`config.mk`:
```
export PLATFORM = sky130hd
export DESIGN_NAME = fft8_stage3_bfly_flat
export DESIGN_NICKNAME = d
export VERILOG_FILES = /design/src/rtl/fft8_stage3_bfly_pkg.sv /design/src/rtl/fft8_stage3_bfly_if.sv /design/src/rtl/fft8_stage3_bfly_cbfly_addsub.sv /design/src/rtl/fft8_stage3_bfly.sv /design/src/flat_wrapper.sv
export SDC_FILE = /design/constraint.sdc
export NUM_CORES = 1
export LEC_CHECK = 0
export BUFFER_PORTS_ARGS = -buffer_cell sky130_fd_sc_hd__buf_4
export CAP_MARGIN = 20
export CORE_AREA = 2 2 150 108
export CTS_BUF_LIST = sky130_fd_sc_hd__clkbuf_16
export DETAILED_ROUTE_END_ITERATION = 12
export DIE_AREA = 0 0 152 110
export HOLD_SLACK_MARGIN = 0.05
export PLACE_DENSITY = 0.76
export SLEW_MARGIN = 20
export SYNTH_ARGS = -nofsm -noshare
export SYNTH_HDL_FRONTEND = slang
export SYNTH_HIERARCHICAL = 1
export SYNTH_SLANG_ARGS = --single-unit
```
`constraint.sdc`:
```
create_clock -name clk -period 2.5 [get_ports clk]
set_input_delay 0.25 -clock clk [delete_from_list [all_inputs] [get_ports clk]]
set_output_delay 0.25 -clock clk [all_outputs]
set_load 0.1 [all_outputs]
```
`src/rtl/fft8_stage3_bfly_pkg.sv`:
```
// Shared constants and encodings for the 8-point FFT pipeline.
package fft8_stage3_bfly_pkg;

  localparam int unsigned FFT_DATA_W = 16;
  localparam int unsigned FFT_OUT_W  = FFT_DATA_W + 1;
  localparam int unsigned FFT_SEL_W  = 2;
  localparam int unsigned FFT_IDX_W  = 3;

  // Stage mux select issued by the mux controller.
  typedef enum logic [FFT_SEL_W-1:0] {
    SEL_STORE   = 2'd0,
    SEL_BFLY    = 2'd1,
    SEL_IDLE    = 2'd2,
    SEL_ILLEGAL = 2'd3
  } sel_e;

endpackage

```
`src/rtl/fft8_stage3_bfly_if.sv`:
```
// Sample stream in, butterfly results out, for the stage-3 butterfly.
interface fft8_stage3_bfly_if
  import fft8_stage3_bfly_pkg::*;
#(
  parameter int unsigned DATA_W = FFT_DATA_W
);

  localparam int unsigned OUT_W = DATA_W + 1;

  logic [FFT_SEL_W-1:0]     sel;
  logic                     in_valid;
  logic signed [DATA_W-1:0] in_re;
  logic signed [DATA_W-1:0] in_im;
  logic                     out_valid;
  logic signed [OUT_W-1:0]  out_re;
  logic signed [OUT_W-1:0]  out_im;
  logic [FFT_IDX_W-1:0]     out_idx;
  logic                     err;

  modport master (
    output sel, in_valid, in_re, in_im,
    input  out_valid, out_re, out_im, out_idx, err
  );

  modport slave (
    input  sel, in_valid, in_re, in_im,
    output out_valid, out_re, out_im, out_idx, err
  );

endinterface

```
`src/rtl/fft8_stage3_bfly_cbfly_addsub.sv`:
```
// Combinational signed complex add/sub with one bit of growth.
module cbfly_addsub #(
  parameter int unsigned IN_W  = 16,
  parameter int unsigned OUT_W = IN_W + 1
) (
  input  logic signed [IN_W-1:0]  i_a_re,
  input  logic signed [IN_W-1:0]  i_a_im,
  input  logic signed [IN_W-1:0]  i_b_re,
  input  logic signed [IN_W-1:0]  i_b_im,
  output logic signed [OUT_W-1:0] o_sum_re_c,
  output logic signed [OUT_W-1:0] o_sum_im_c,
  output logic signed [OUT_W-1:0] o_diff_re_c,
  output logic signed [OUT_W-1:0] o_diff_im_c
);

  localparam int unsigned EXT_W = OUT_W - IN_W;

  logic signed [OUT_W-1:0] w_a_re;
  logic signed [OUT_W-1:0] w_a_im;
  logic signed [OUT_W-1:0] w_b_re;
  logic signed [OUT_W-1:0] w_b_im;

  // Sign-extend operands so the result never wraps.
  assign w_a_re = {{EXT_W{i_a_re[IN_W-1]}}, i_a_re};
  assign w_a_im = {{EXT_W{i_a_im[IN_W-1]}}, i_a_im};
  assign w_b_re = {{EXT_W{i_b_re[IN_W-1]}}, i_b_re};
  assign w_b_im = {{EXT_W{i_b_im[IN_W-1]}}, i_b_im};

  assign o_sum_re_c  = w_a_re + w_b_re;
  assign o_sum_im_c  = w_a_im + w_b_im;
  assign o_diff_re_c = w_a_re - w_b_re;
  assign o_diff_im_c = w_a_im - w_b_im;

endmodule

```
`src/rtl/fft8_stage3_bfly.sv`:
```
// Final SDF radix-2 butterfly: emits sum then difference for each sample pair.
module fft8_stage3_bfly
  import fft8_stage3_bfly_pkg::*;
#(
  parameter int unsigned DATA_W = FFT_DATA_W
) (
  input  logic                clk,
  input  logic                rst_n,
  fft8_stage3_bfly_if.slave   bus
);

  localparam int unsigned OUT_W = DATA_W + 1;

  sel_e                     w_sel;
  logic signed [OUT_W-1:0]  w_sum_re;
  logic signed [OUT_W-1:0]  w_sum_im;
  logic signed [OUT_W-1:0]  w_diff_re;
  logic signed [OUT_W-1:0]  w_diff_im;

  logic signed [DATA_W-1:0] r_hold_re;
  logic signed [DATA_W-1:0] r_hold_im;
  logic                     r_hold_full;
  logic signed [OUT_W-1:0]  r_diff_re;
  logic signed [OUT_W-1:0]  r_diff_im;
  logic                     r_diff_pend;
  logic                     r_out_valid;
  logic signed [OUT_W-1:0]  r_out_re;
  logic signed [OUT_W-1:0]  r_out_im;
  logic [FFT_IDX_W-1:0]     r_out_idx;
  logic                     r_err;

  logic signed [DATA_W-1:0] w_nxt_hold_re;
  logic signed [DATA_W-1:0] w_nxt_hold_im;
  logic                     w_nxt_hold_full;
  logic signed [OUT_W-1:0]  w_nxt_diff_re;
  logic signed [OUT_W-1:0]  w_nxt_diff_im;
  logic                     w_nxt_diff_pend;
  logic                     w_nxt_out_valid;
  logic signed [OUT_W-1:0]  w_nxt_out_re;
  logic signed [OUT_W-1:0]  w_nxt_out_im;
  logic                     w_nxt_err;
  logic                     w_flush;

  assign w_sel = sel_e'(bus.sel);

  cbfly_addsub #(
    .IN_W  (DATA_W),
    .OUT_W (OUT_W)
  ) u_addsub (
    .i_a_re      (r_hold_re),
    .i_a_im      (r_hold_im),
    .i_b_re      (bus.in_re),
    .i_b_im      (bus.in_im),
    .o_sum_re_c  (w_sum_re),
    .o_sum_im_c  (w_sum_im),
    .o_diff_re_c (w_diff_re),
    .o_diff_im_c (w_diff_im)
  );

  // Next-state decode: store, butterfly, or flush a pending difference.
  always_comb begin
    w_nxt_hold_re   = r_hold_re;
    w_nxt_hold_im   = r_hold_im;
    w_nxt_hold_full = r_hold_full;
    w_nxt_diff_re   = r_diff_re;
    w_nxt_diff_im   = r_diff_im;
    w_nxt_diff_pend = r_diff_pend;
    w_nxt_out_valid = 1'b0;
    w_nxt_out_re    = r_out_re;
    w_nxt_out_im    = r_out_im;
    w_nxt_err       = r_err;
    w_flush         = 1'b0;

    case (w_sel)
      SEL_STORE: begin
        if (bus.in_valid) begin
          if (r_hold_full) w_nxt_err = 1'b1;
          w_nxt_hold_re   = bus.in_re;
          w_nxt_hold_im   = bus.in_im;
          w_nxt_hold_full = 1'b1;
        end else begin
          w_nxt_err = 1'b1;
        end
        w_flush = 1'b1;
      end
      SEL_BFLY: begin
        if (bus.in_valid && r_hold_full) begin
          w_nxt_out_valid = 1'b1;
          w_nxt_out_re    = w_sum_re;
          w_nxt_out_im    = w_sum_im;
          w_nxt_diff_re   = w_diff_re;
          w_nxt_diff_im   = w_diff_im;
          w_nxt_diff_pend = 1'b1;
          w_nxt_hold_full = 1'b0;
        end else if (bus.in_valid) begin
          // Butterfly with nothing held: state untouched, no flush.
          w_nxt_err = 1'b1;
        end else begin
          w_nxt_err = 1'b1;
          w_flush   = 1'b1;
        end
      end
      default: begin
        if (w_sel == SEL_ILLEGAL) w_nxt_err = 1'b1;
        w_flush = 1'b1;
      end
    endcase

    if (w_flush && r_diff_pend) begin
      w_nxt_out_valid = 1'b1;
      w_nxt_out_re    = r_diff_re;
      w_nxt_out_im    = r_diff_im;
      w_nxt_diff_pend = 1'b0;
    end
  end

  // State, flag and output registers; index advances after each valid output.
  always_ff @(posedge clk or negedge rst_n) begin
    if (!rst_n) begin
      r_hold_re   <= '0;
      r_hold_im   <= '0;
      r_hold_full <= 1'b0;
      r_diff_re   <= '0;
      r_diff_im   <= '0;
      r_diff_pend <= 1'b0;
      r_out_valid <= 1'b0;
      r_out_re    <= '0;
      r_out_im    <= '0;
      r_out_idx   <= '0;
      r_err       <= 1'b0;
    end else begin
      r_hold_re   <= w_nxt_hold_re;
      r_hold_im   <= w_nxt_hold_im;
      r_hold_full <= w_nxt_hold_full;
      r_diff_re   <= w_nxt_diff_re;
      r_diff_im   <= w_nxt_diff_im;
      r_diff_pend <= w_nxt_diff_pend;
      r_out_valid <= w_nxt_out_valid;
      r_out_re    <= w_nxt_out_re;
      r_out_im    <= w_nxt_out_im;
      r_out_idx   <= r_out_idx + FFT_IDX_W'(r_out_valid);
      r_err       <= w_nxt_err;
    end
  end

  assign bus.out_valid = r_out_valid;
  assign bus.out_re    = r_out_re;
  assign bus.out_im    = r_out_im;
  assign bus.out_idx   = r_out_idx;
  assign bus.err       = r_err;

endmodule

```
`src/flat_wrapper.sv`:
```
// flat-port wrapper written by rule: the top's interface ports become plain ports
module fft8_stage3_bfly_flat import fft8_stage3_bfly_pkg::*;
#(
  parameter int unsigned DATA_W = FFT_DATA_W
)
  (clk, rst_n, bus_sel, bus_in_valid, bus_in_re, bus_in_im, bus_out_valid, bus_out_re, bus_out_im, bus_out_idx, bus_err);
  fft8_stage3_bfly_if #(.DATA_W(DATA_W)) bus_i ();
  input  logic clk;
  input  logic rst_n;
  input wire logic [$bits(bus_i.sel)-1:0] bus_sel;
  input wire logic [$bits(bus_i.in_valid)-1:0] bus_in_valid;
  input wire logic [$bits(bus_i.in_re)-1:0] bus_in_re;
  input wire logic [$bits(bus_i.in_im)-1:0] bus_in_im;
  output wire logic [$bits(bus_i.out_valid)-1:0] bus_out_valid;
  output wire logic [$bits(bus_i.out_re)-1:0] bus_out_re;
  output wire logic [$bits(bus_i.out_im)-1:0] bus_out_im;
  output wire logic [$bits(bus_i.out_idx)-1:0] bus_out_idx;
  output wire logic [$bits(bus_i.err)-1:0] bus_err;
  assign bus_i.sel = bus_sel;
  assign bus_i.in_valid = bus_in_valid;
  assign bus_i.in_re = bus_in_re;
  assign bus_i.in_im = bus_in_im;
  assign bus_out_valid = bus_i.out_valid;
  assign bus_out_re = bus_i.out_re;
  assign bus_out_im = bus_i.out_im;
  assign bus_out_idx = bus_i.out_idx;
  assign bus_err = bus_i.err;
  fft8_stage3_bfly #(.DATA_W(DATA_W)) u_core (.clk(clk), .rst_n(rst_n), .bus(bus_i));
endmodule
```
Yosys cells after proc, flatten, opt, wreduce, memory -nomap -nowiden
Index checks and enable logic that the tools add are counted.
{"block": "totals", "ff_bits": 107, "latchBits": 0, "mem_bits_rw": 0, "mem_bits_ro": 0, "input_bits": 37, "out_inout_bits": 39, "elab_cells": 57, "n_memories": 0}
{"block": "classes", "add_sub_neg": 5, "mul": 0, "div": 0, "order_cmp": 0, "eq_ne": 6, "shift": 0, "n_mux": 23, "n_bitwise": 0, "n_reduce_logical": 12}
{"op": "two-way mux 17 bit", "n": 6}
{"op": "adder 16 x 16 -> 17 bit", "n": 2}
{"op": "subtractor 16 x 16 -> 17 bit", "n": 2}
{"op": "two-way mux 1 bit", "n": 15}
{"op": "AND reduction 2 bit", "n": 3}
{"op": "AND reduction 3 bit", "n": 2}
{"op": "nonzero test 2 bit", "n": 3}
{"op": "!= test 2 bit (second input constant)", "n": 2}
{"op": "case mux 1 bit (2 select lines)", "n": 2}
{"op": "adder 3 x 1 -> 3 bit", "n": 1}
{"op": "!= test 3 x 2 -> 1 bit (second input constant)", "n": 1}
{"op": "nonzero test 3 bit", "n": 1}
{"op": "equality test 2 x 1 -> 1 bit (second input constant)", "n": 1}
{"op": "equality test 2 bit (second input constant)", "n": 1}
{"op": "logical AND 1 bit", "n": 2}
{"op": "logical NOT 2 bit", "n": 1}
{"op": "!= test 2 x 1 -> 1 bit (second input constant)", "n": 1}

Logic depth before layout (Yosys ltp)
Gate-level depths: netlist (run 1).
{"block": "logic_depth", "depth_word": 6, "ltp_mapped": 11, "mapped_depth_nobuf": 10}

By module
The synthesis (run 1) kept the hierarchy.
{"mod": "fft8_stage3_bfly", "n_inst": 1, "cells_per_inst": 275, "area_per_inst_um2": 4259.1, "seq_area_each_um2": 2677.6}
{"mod": "cbfly_addsub", "n_inst": 1, "cells_per_inst": 464, "area_per_inst_um2": 3201.8, "seq_area_each_um2": 0.0}

Worst setup path before layout (run 1)
No wires, ideal clock.
{"block": "synth_path", "kind": "register to register", "startpoint": "register u_core.r_hold_re[9]", "endpoint": "register u_core.r_out_re[14] (netlist: u_core/bus.out_re[14])", "t_arrival_ns": 2.517, "required_ns": 2.377, "setup_slack_ns": -0.140, "stages_incl_launch_ff": 10, "period_less_slack_ns": 2.640, "cell_sequence": "dfrtp_1 > ha_1 > buf_6 > or3_4 > o221a_4 > a311oi_2 > nor4_1 > a211o_1 > or2_2 > o221a_2"}
{"block": "synth_between", "elab_chain_len": 4}
{"element": "start: declaration", "line": "fft8_stage3_bfly.sv:20", "rtl": "logic signed [DATA_W-1:0] r_hold_re;"}
{"element": "start signal: assignment", "line": "fft8_stage3_bfly.sv:132", "rtl": "r_hold_re <= w_nxt_hold_re;"}
{"element": "adder 16 x 16 -> 17 bit", "line": "fft8_stage3_bfly_cbfly_addsub.sv:29", "rtl": "assign o_sum_re_c = w_a_re + w_b_re;"}
{"element": "named net u_core.w_sum_re[14]", "line": "fft8_stage3_bfly.sv:15", "rtl": "logic signed [OUT_W-1:0] w_sum_re;"}
{"element": "two-way mux 17 bit", "line": "fft8_stage3_bfly.sv:87", "rtl": "if (bus.in_valid && r_hold_full) begin"}
{"element": "two-way mux 17 bit", "line": "fft8_stage3_bfly.sv:74", "rtl": "case (w_sel)"}
{"element": "two-way mux 17 bit", "line": "fft8_stage3_bfly.sv:109", "rtl": "if (w_flush && r_diff_pend) begin"}
{"element": "end signal: assignment", "line": "fft8_stage3_bfly.sv:139", "rtl": "r_out_re <= w_nxt_out_re;"}
{"element": "end: declaration", "line": "fft8_stage3_bfly.sv:27", "rtl": "logic signed [OUT_W-1:0] r_out_re;"}
The timed path passes the listed nets, and every way through them passes these cells. The select of a mux whose other input is x is not followed.
A chain may end at the register's enable or synchronous reset.

Worst setup path after layout (run 1)
{"block": "layout_path", "startpoint": "register u_core.r_hold_im[3]", "endpoint": "register u_core.r_diff_im[14]"}
{"block": "layout_between", "elab_chain_len": 1}
{"element": "start: declaration", "line": "fft8_stage3_bfly.sv:21", "rtl": "logic signed [DATA_W-1:0] r_hold_im;"}
{"element": "start signal: assignment", "line": "fft8_stage3_bfly.sv:133", "rtl": "r_hold_im <= w_nxt_hold_im;"}
{"element": "subtractor 16 x 16 -> 17 bit", "line": "fft8_stage3_bfly_cbfly_addsub.sv:32", "rtl": "assign o_diff_im_c = w_a_im - w_b_im;"}
{"element": "named net u_core.w_diff_im[14]", "line": "fft8_stage3_bfly.sv:18", "rtl": "logic signed [OUT_W-1:0] w_diff_im;"}
{"element": "end signal: assignment", "line": "fft8_stage3_bfly.sv:136", "rtl": "r_diff_im <= w_nxt_diff_im;"}
{"element": "end: declaration", "line": "fft8_stage3_bfly.sv:24", "rtl": "logic signed [OUT_W-1:0] r_diff_im;"}
The timed path passes the listed nets, and every way through them passes these cells.

==> flow_metrics.env, run 1 <==
export IMPL_status="finished, violations left"
export IMPL_violations="setup timing"
export IMPL_hold_viol_final=0
export IMPL_reg2reg_slack_ns=-0.06
export IMPL_top_layer="met4"
export IMPL_synth_edf_count=0
export IMPL_layout_common_cells="buf_4, dfrtp_1, inv_1, mux2_2, ha_1"
export IMPL_pwr_share_clk=0.138
export IMPL_cts_tree="yes"
export IMPL_first_global_vias=5656
export IMPL_final_util=0.620
export IMPL_grt_usage=0.214
export IMPL_syn_nets=846
export IMPL_crit_required_ns=2.74
export IMPL_ys_warnings_count=6
export IMPL_place_area_um2=8680
export IMPL_drt_initial_drc_count=344
export IMPL_finalMaxSlewViolations=0
export IMPL_initial_core_util=0.489
export IMPL_io_pin_count=76
export IMPL_p_int_mw=5.21
export IMPL_rows=38
export IMPL_finalInstanceArea_um2=9470
export IMPL_root_buffer="clkbuf_16"
export IMPL_fin_crit_sh=1.02
export IMPL_tightest_slew_ns=0.706
export IMPL_grt_max_degree=42
export IMPL_crit_path_max_fanout=4
export IMPL_dr_wl_met2_um=7890
export IMPL_io_buffers=75
export IMPL_maxCapViolations=0
export IMPL_worstHoldStart="bus_in_re[10]"
export IMPL_r2r_start="u_core/r_hold_im[3]"
export IMPL_hp_class="primary input to register"
export IMPL_antenna_found_initial=0
export IMPL_yosys_register_bits=107
export IMPL_syn_area_um2=7460
export IMPL_dr_pass1_iters=4
export IMPL_avgViaCountPerCell=5.58
export IMPL_antennaDiodeCount=0
export IMPL_area_delta_synth_final_pct=26.9
export IMPL_power_density_nw_per_um2=1050
export IMPL_peakVddDrop_v=0.000664
export IMPL_cts_sinks=107
export IMPL_grt_pass1_wl_um=28800
export IMPL_drc=0
export IMPL_layout_commonest_cell="buf_4"
export IMPL_wirelength_um=18200
export IMPL_critPathLaunch="u_core/r_hold_im[3]"
export IMPL_grt_overflow=0
export IMPL_setup_viol=2
export IMPL_worstSetupPathType="register to register"
export IMPL_max_freq_mhz=391
export IMPL_path_clk_slew_ns=0.08
export IMPL_dieWidth_um=152
export IMPL_power_total_mw=9.98
export IMPL_worst_clock_skew_ns=0.00701
export IMPL_h_tree_depth=3
export IMPL_synthCells=739
export IMPL_cts_path_max_buffers=2
export IMPL_ys_top_cells_by_area="dfrtp_1, ha_1, mux2_2"
export IMPL_ys_types=70
export IMPL_routabilityCongestion=0.932
export IMPL_end_kind="register"
export IMPL_ant_nets=0
export IMPL_met1_length_um=9200
export IMPL_wl_met3_um=845
export IMPL_seqPwrFrac=0.279
export IMPL_final_layout_size_suffix_gt1_frac=0.440
export IMPL_synth_top_flop_cell="dfrtp_1"
export IMPL_dp_final_hpwl_um=12900
export IMPL_arrival_ns=2.80
export IMPL_synth_area_leader_cell="dfrtp_1"
export IMPL_dr_total_vias=5983
export IMPL_synth_top_area_frac=0.359
export IMPL_combPwrFrac=0.583
export IMPL_cts_buffers=9
export IMPL_switchingPower_mw=4.77
export IMPL_fin_crit_ns=2.56
export IMPL_p_leak_nw=4.25
export IMPL_slew_headroom=0.529
export IMPL_insertion_delay_ns=0.35
export IMPL_die_area_um2=16700
export IMPL_wl_per_cell_um=17.0
export IMPL_cp_start_kind="register"
export IMPL_final_nets=975
export IMPL_ys_seq_area_frac=0.359
export IMPL_rsz0062_at_grt="true"
export IMPL_swShare=0.478
export IMPL_synthArstFlopShare=1.00
export IMPL_die_height_um=110
export IMPL_avgSynthCellArea_um2=10.1
export IMPL_layout_setup_ws_ns=-0.0551
export IMPL_coreArea_um2=15300
[path summary, 6_finish.rpt]
path | to | cells after the start
worst max-delay path | u_core/r_diff_im[14] | 10
worst min-delay path | u_core/r_hold_re[10] | 2
worst max register to register | u_core/r_diff_im[14] | 10
worst min register to register | u_core/bus.err | 1
max in group asynchronous | u_core/r_diff_im[11] | 3
min in group asynchronous | u_core/bus.out_im[3] | 2
[cells in the mapped netlist, drive strengths merged, types with 2 or more instances]
library cell / count
o21ai: 23
mux2: 66
a311oi: 2
nand3b: 5
a31oi: 6
xnor2: 41
a21boi: 2
o211ai: 2
buf: 20
inv: 69
nand3: 4
dfrtp: 107
a211o: 3
nand4b: 2
ha: 66
o311ai: 4
or2: 35
o21a: 10
or3: 5
o221ai: 2
a21o: 7
nor2b: 8
nor3: 13
clkbuf: 21
o21bai: 6
nor2: 41
nor4: 4
o31ai: 6
a21oi: 39
a221oi: 5
o41ai: 2
o221a: 35
o22ai: 6
a211oi: 3
nand2: 27
o2111ai: 2
xor2: 9
nand2b: 10
fa: 4
[sequential cells by signal, indices dropped and copies added, names as in the netlist]
| signal | cells |
|---|---|
| u_core/r_hold_im | 16 |
| u_core/bus.out_re | 17 |
| u_core/bus.out_im | 17 |
| u_core/r_hold_re | 16 |
| u_core/r_diff_re | 17 |
| u_core/r_diff_pend | 1 |
| u_core/r_hold_full | 1 |
| u_core/bus.err | 1 |
| u_core/bus.out_idx | 3 |
| u_core/bus.out_valid | 1 |
| u_core/r_diff_im | 17 |
[stage by stage]
stage,hold slack [ns],setup TNS (ns),std cells,setup slack [ns]
after floorplan,-0.0456,0,739,0.0230
after global routing,0.138,-0.564,1073,-0.106
after global placement,0.269,-0.410,1048,-0.0960
final,0.149,-0.0692,1073,-0.0551
after CTS,0.140,-0.0164,1067,-0.0164
after detailed placement,0.270,-0.750,1048,-0.149
[timing repair]
| action | 4_1_cts | 5_1_grt |
|---|---|---|
| resized for setup | 16 | 67 |
| hold buffers | 1 | 0 |
| endpoints found under the setup margin | 15 | 30 |
| pin swaps | 7 | 20 |
| hold endpoints to repair | 39 | 0 |
| setup buffers | 2 | 6 |
| cloned | 0 | 0 |
[per-layer routing]
metal | GRT usage | vias up
met5 | 0 | -
met4 | 0.0494 | 0
met3 | 0.0352 | 23
met2 | 0.316 | 155
met1 | 0.328 | 2929
li1 | - | 2876
[cell type report]
type                            count  area, µm²
Clock buffer                        9        225
Sequential cell                   107       2680
Multi-Input combinational cell    522       4780
Tap cell                          200        250
Fill cell                        1235       5800
Clock inverter                      7       51.3
Inverter                           69        259
Timing Repair Buffer              159       1220
[critical path, stage by stage (launching register included)]
cell and delay (ns):
dfrtp_1 0.43, ha_4 0.24, buf_6 0.12, o211ai_1 0.22, a21oi_2 0.07, o41a_1 0.41, a41o_1 0.26, buf_6 0.13
o31ai_4 0.18, xnor2_1 0.10, mux2_4 0.27
[power groups by stage]
stage | clock (mW) | combinational (mW) | sequential [mW]
final | 1.38 | 5.82 | 2.78
after detailed placement | 0 | 5.41 | 2.80
after CTS | 1.41 | 5.49 | 2.78
after floorplan | 0 | 2.22 | 4.57
after global routing | 1.49 | 6.15 | 2.87
after global placement | 0 | 5.33 | 2.77
[cell families (layout without fill, tap and decap cells)]
group | count (synthesis) | after routing | synth area share
DFF | 107 | 107 | 0.359
muxes | 67 | 67 | 0.105
and+or+nand+nor | 160 | 160 | 0.113
adders and majority gates | 70 | 70 | 0.121
xor gates and xnor gates | 50 | 50 | 0.0587
buffers and inverters | 110 | 244 | 0.0609
AOI/OAI and AO/OA | 175 | 175 | 0.181
Power figures use the tool's default switching activity.
==> inputs of run 2 (changes only) <==
--- a/config.mk
+++ b/config.mk
@@ -7,12 +7,13 @@
 export LEC_CHECK = 0
 export BUFFER_PORTS_ARGS = -buffer_cell sky130_fd_sc_hd__buf_4
 export CAP_MARGIN = 20
-export CORE_AREA = 2 2 150 108
+export CORE_AREA = 2 2 144 104
 export CTS_BUF_LIST = sky130_fd_sc_hd__clkbuf_16
 export DETAILED_ROUTE_END_ITERATION = 12
-export DIE_AREA = 0 0 152 110
+export DIE_AREA = 0 0 146 106
 export HOLD_SLACK_MARGIN = 0.05
-export PLACE_DENSITY = 0.76
+export PLACE_DENSITY = 0.81
+export SETUP_SLACK_MARGIN = 0.15
 export SLEW_MARGIN = 20
 export SYNTH_ARGS = -nofsm -noshare
 export SYNTH_HDL_FRONTEND = slang
==> constraint.sdc (replaced) <==
create_clock -name clk -period 2.5 [get_ports clk]
set_input_delay 0.5 -clock clk [delete_from_list [all_inputs] [get_ports clk]]
set_output_delay 0.5 -clock clk [all_outputs]
set_load 0.1 [all_outputs]
==> run 2 against run 1 <==
- the run now ends clean
- critical path depth is the same
- sequential power grew 3%
- final area grew 10%
- clock-buffer cell count is the same
- first-iteration DRC count grew 39%
- final cell count grew 3.9%
- routed wire length grew 18%
- clock power grew 15%
- via count grew 7.7%
- register-to-register slack gained 0.08 ns
==> flow_metrics.env, run 2 (synthesized netlist as in run 1, its figures left out) <==
export IMPL_status="finished, final reports clean"
export IMPL_dieWidth_um=146
export IMPL_grt_usage=0.249
export IMPL_grt_overflow=0
export IMPL_rsz0062_at_grt="true"
export IMPL_arrival_ns=2.71
export IMPL_top_layer="met4"
export IMPL_place_area_um2=9130
export IMPL_cts_path_max_buffers=2
export IMPL_hold_viol_final=0
export IMPL_crit_path_max_fanout=3
export IMPL_hp_class="primary input to async pin"
export IMPL_initial_core_util=0.523
export IMPL_dr_pass1_iters=5
export IMPL_max_freq_mhz=404
export IMPL_worst_clock_skew_ns=0.0107
export IMPL_reg2reg_slack_ns=0.02
export IMPL_io_pin_count=76
export IMPL_peakVddDrop_v=0.000515
export IMPL_wl_per_cell_um=19.2
export IMPL_drt_initial_drc_count=478
export IMPL_final_nets=1022
export IMPL_final_cells=1115
export IMPL_final_layout_size_suffix_gt1_frac=0.516
export IMPL_slew_headroom=0.520
export IMPL_dr_wl_met2_um=10200
export IMPL_path_clk_slew_ns=0.07
export IMPL_insertion_delay_ns=0.35
export IMPL_crit_required_ns=2.73
export IMPL_layout_commonest_cell="buf_4"
export IMPL_io_buffers=75
export IMPL_place_inst=1067
export IMPL_pwr_share_clk=0.146
export IMPL_dp_final_hpwl_um=13600
export IMPL_combPwrFrac=0.591
export IMPL_grt_pass1_wl_um=31100
export IMPL_maxCapViolations=0
export IMPL_reg2reg_depth=10
export IMPL_power_density_nw_per_um2=1050
export IMPL_grt_max_degree=54
export IMPL_seqPwrFrac=0.263
export IMPL_wl_met3_um=1300
export IMPL_seqCellArea_um2=2680
export IMPL_avgViaCountPerCell=5.78
export IMPL_met1_length_um=9470
export IMPL_r2r_end="u_core/r_diff_im[16]"
export IMPL_r2r_start="u_core/r_hold_im[0]"
export IMPL_worstSetupPathType="register to register"
export IMPL_rows=37
export IMPL_ant_nets=0
export IMPL_coreArea_um2=14300
export IMPL_switchingPower_mw=5.13
export IMPL_drc=0
export IMPL_first_global_vias=6272
export IMPL_root_buffer="clkbuf_16"
export IMPL_finalSetupTns_ns=0
export IMPL_p_leak_nw=4.63
export IMPL_routabilityCongestion=0.926
export IMPL_finalInstanceArea_um2=10400
export IMPL_cp_start_kind="register"
export IMPL_die_height_um=106
export IMPL_finalMaxSlewViolations=0
export IMPL_hold_ws_ns=0.199
export IMPL_swShare=0.470
export IMPL_die_area_um2=15500
export IMPL_fin_crit_ns=2.48
export IMPL_antennaDiodeCount=0
export IMPL_fin_crit_sh=0.991
export IMPL_dr_total_vias=6443
export IMPL_cts_tree="yes"
export IMPL_tightest_slew_ns=0.720
export IMPL_multiInputGateArea_um2=5230
export IMPL_h_tree_depth=3
export IMPL_power_total_mw=10.9
export IMPL_cts_sinks=107
export IMPL_antenna_found_initial=0
export IMPL_fill_cells=923
export IMPL_area_delta_synth_final_pct=39.7
export IMPL_cts_buffers=9
export IMPL_setup_viol=0
export IMPL_end_kind="register"
export IMPL_layout_common_cells="buf_4, dfrtp_1, inv_1, mux2_2, xnor2_1"
export IMPL_wirelength_um=21400
export IMPL_critPathLaunch="u_core/r_hold_im[0]"
export IMPL_p_int_mw=5.78
run 2: changes by cell type in the layout (fill, tap and decap cells not counted), moves of 5 or more:
cell,change
buf_4,+39
buf_6,+5
ha_4,+14
or2_2,-8
o221a_2,-8
o221a_4,+8
or2_4,+8
ha_1,-14
run 2: power groups by stage:
stage	Clock [mW]	Combinational [mW]	Sequential, mW
finish	1.59	6.46	2.87
global route	1.68	6.77	2.94
global placement	0	5.51	2.82
detailed placement	0	5.62	2.84
CTS	1.62	5.89	2.82
floorplan	0	2.35	4.58
run 2: per-stage QoR:
stage,utilization,setup slack [ns]
after floorplan,-,-0.0241
after global placement,0.640,-0.184
after detailed placement,0.640,-0.234
after CTS,0.688,0.0549
after global routing,0.731,-0.0492
final,0.731,0.0223
run 2: routing by layer:
| metal | track usage | vias to the layer above |
|---|---|---|
| li1 | - | 2963 |
| met1 | 0.362 | 3181 |
| met2 | 0.383 | 247 |
| met3 | 0.0425 | 52 |
| met4 | 0.0784 | 0 |
| met5 | 0 | - |
run 2: how the worst max path moves through the flow:
stage,depth (start not counted),slack (ns),end
CTS,9,0.05,u_core/r_diff_re[15]
global route,10,-0.05,u_core/r_diff_im[16]
floorplan,10,-0.02,u_core/bus.out_re[14]
global placement,10,-0.18,u_core/bus.out_re[13]
detailed placement,10,-0.23,u_core/bus.out_re[13]
finish,10,0.02,u_core/r_diff_im[16]
run 2: cell type report:
| class | instances | area share |
|---|---|---|
| clock buffers | 9 | 0.0216 |
| multi-input cells | 522 | 0.502 |
| well taps | 195 | 0.0234 |
| clock inverters | 7 | 0.00960 |
| repair buffers | 206 | 0.158 |
| inverters | 69 | 0.0285 |
| flip-flops and latches | 107 | 0.257 |
run 2: repair_timing:
action	in CTS	in global routing
gates cloned	0	0
setup endpoints to repair	28	38
resized for setup	51	89
hold buffers	0	0
setup buffers	15	17
pin swaps	38	62
run 2: critical path: stages, from the launching register on:
cell and delay [ns]:
dfrtp_1 0.43, inv_2 0.06, ha_4 0.16, fa_2 0.34, nand2b_4 0.16, a21oi_4 0.15, o41a_1 0.22, a41o_1 0.26
a211oi_2 0.10, a211o_1 0.23, mux2_2 0.26
==> inputs of run 3 (changes only) <==
--- a/config.mk
+++ b/config.mk
@@ -6,16 +6,17 @@
 export NUM_CORES = 1
 export LEC_CHECK = 0
 export BUFFER_PORTS_ARGS = -buffer_cell sky130_fd_sc_hd__buf_4
-export CAP_MARGIN = 20
+export CAP_MARGIN = 10
 export CORE_AREA = 2 2 144 104
 export CTS_BUF_LIST = sky130_fd_sc_hd__clkbuf_16
 export DETAILED_ROUTE_END_ITERATION = 12
 export DIE_AREA = 0 0 146 106
 export HOLD_SLACK_MARGIN = 0.05
 export PLACE_DENSITY = 0.81
-export SETUP_SLACK_MARGIN = 0.15
+export SETUP_SLACK_MARGIN = 0.3
 export SLEW_MARGIN = 20
 export SYNTH_ARGS = -nofsm -noshare
 export SYNTH_HDL_FRONTEND = slang
 export SYNTH_HIERARCHICAL = 1
 export SYNTH_SLANG_ARGS = --single-unit
+export TNS_END_PERCENT = 20
==> run 3 against run 2 <==
- the flow now finishes with violations (setup timing)
- die area unchanged
- clock power down 8%
- worst hold slack worse by 0.075 ns
- sequential share of layout area up 0.78 points
- largest cell class unchanged
==> flow_metrics.env, run 3 (synthesized netlist as in run 1, its figures left out) <==
export IMPL_status="finished, violations left"
export IMPL_violations="setup timing"
export IMPL_die_area_um2=15500
export IMPL_layout_commonest_cell="buf_4"
export IMPL_peakVddDrop_v=0.000835
export IMPL_place_inst=1064
export IMPL_layout_setup_ws_ns=-0.0593
export IMPL_rsz0062_at_grt="true"
export IMPL_finalMaxSlewViolations=0
export IMPL_fin_crit_ns=2.56
export IMPL_wirelength_um=20500
export IMPL_first_global_vias=6472
export IMPL_rows=37
export IMPL_grt_pass1_wl_um=32500
export IMPL_p_leak_nw=4.51
export IMPL_crit_path_max_fanout=3
export IMPL_avgViaCountPerCell=5.85
export IMPL_worstSetupPathType="register to register"
export IMPL_place_area_um2=9070
export IMPL_path_clk_slew_ns=0.08
export IMPL_tightest_slew_ns=0.527
export IMPL_dr_pass1_iters=5
export IMPL_maxCapViolations=0
export IMPL_drt_initial_drc_count=626
export IMPL_power_density_nw_per_um2=1050
export IMPL_root_buffer="clkbuf_16"
export IMPL_h_tree_depth=3
export IMPL_slew_headroom=0.648
export IMPL_use_met2=0.412
export IMPL_layout_common_cells="buf_4, dfrtp_1, inv_1, mux2_2, ha_1"
export IMPL_io_buffers=75
export IMPL_use_met1=0.380
export IMPL_grt_usage=0.262
export IMPL_dp_final_hpwl_um=13700
export IMPL_cts_tree="yes"
export IMPL_cts_path_max_buffers=2
export IMPL_antenna_found_initial=0
export IMPL_cts_buffers=9
export IMPL_dr_total_vias=6401
export IMPL_routabilityCongestion=0.935
export IMPL_dieWidth_um=146
export IMPL_final_layout_size_suffix_gt1_frac=0.488
export IMPL_initial_core_util=0.523
export IMPL_area_delta_synth_final_pct=35.4
export IMPL_drc=0
export IMPL_final_cells=1094
export IMPL_dpl_worst_slack_ns=-0.317
export IMPL_io_pin_count=76
export IMPL_worst_clock_skew_ns=0.00905
export IMPL_grt_overflow=0
export IMPL_cts_sinks=107
export IMPL_wl_per_cell_um=18.7
export IMPL_end_kind="register"
export IMPL_cp_start_kind="register"
export IMPL_die_height_um=106
export IMPL_finalInstanceArea_um2=10100
export IMPL_antennaDiodeCount=0
export IMPL_coreArea_um2=14300
export IMPL_setup_viol=2
export IMPL_gr_max_usage_layer="met2"
export IMPL_use_met3=0.0446
export IMPL_final_nets=1001
export IMPL_hold_ws_ns=0.124
export IMPL_insertion_delay_ns=0.36
export IMPL_grt_max_degree=65
export IMPL_ant_nets=0
export IMPL_arrival_ns=2.81
export IMPL_crit_required_ns=2.75
export IMPL_hp_class="primary input to async pin"
export IMPL_max_freq_mhz=391
export IMPL_hold_viol_final=0
export IMPL_fin_crit_sh=1.02
run 3: cell count changes in the layout (fill, tap and decap cells not counted), sizes merged:
cell / change
buf: -21
inv: +3
bufinv: -2
clkinvlp: -1
run 3: final timing paths:
path | start | endpoint | slack [ns] | cells past startpoint
max | u_core/r_hold_re[0] | u_core/bus.out_re[14] | -0.06 | 11
min reg2reg | u_core/bus.out_idx[2] | u_core/bus.out_idx[2] | 0.48 | 1
max reg2reg | u_core/r_hold_re[0] | u_core/bus.out_re[14] | -0.06 | 11
min | rst_n | u_core/bus.out_idx[2] | 0.12 | 1
min in group clk | bus_in_re[10] | u_core/r_hold_re[10] | 0.39 | 2
max in group asynchronous | rst_n | u_core/r_hold_re[0] | 1.78 | 2
run 3: timing repair:
action | in CTS | in global routing
resized for setup | 96 | 25
hold buffers | 0 | 0
pin swaps | 55 | 19
buffers inserted | 8 | 6
setup endpoints to repair | 41 | 41
run 3: layer usage:
metal	vias up	wire, µm
met3	44	1500
met5	-	0
met2	296	9430
met4	0	327
met1	3140	9250
li1	2921	-
run 3: stage by stage:
step / total power [mW] / utilization / TNS, ns
3_5_place_dp: 8.45 / 0.636 / -4.46
4_1_cts: 10.4 / 0.697 / 0
5_1_grt: 11.1 / 0.708 / -0.622
2_1_floorplan: 6.91 / - / -0.0306
6_report: 10.6 / 0.708 / -0.0632
3_3_place_gp: 8.29 / 0.636 / -3.04
run 3: final cells by class:
cell class | instances | area [µm²]
Sequential cell | 107 | 2680
Fill cell | 993 | 4160
Tap cell | 195 | 244
Inverter | 69 | 284
Multi-Input combinational cell | 522 | 5120
Timing Repair Buffer | 185 | 1470
Clock buffer | 9 | 225
Clock inverter | 7 | 76.3
run 3: worst max-delay path, stage by stage, from the launching register on:
cell and delay (ns):
dfrtp_1 0.40, ha_4 0.16, fa_2 0.24, nand2b_4 0.07
a221oi_4 0.30, o21ai_1 0.11, buf_4 0.17, a311oi_4 0.34
nor4_2 0.09, a211o_1 0.25, or2_4 0.23, o221a_4 0.11
run 3: where the power goes:
group          internal [mW]  switching, mW  total, mW  leakage, nW
clock                  0.717          0.755       1.47        0.149
combinational           2.42           3.85       6.27         3.12
sequential              2.36          0.479       2.84         1.24
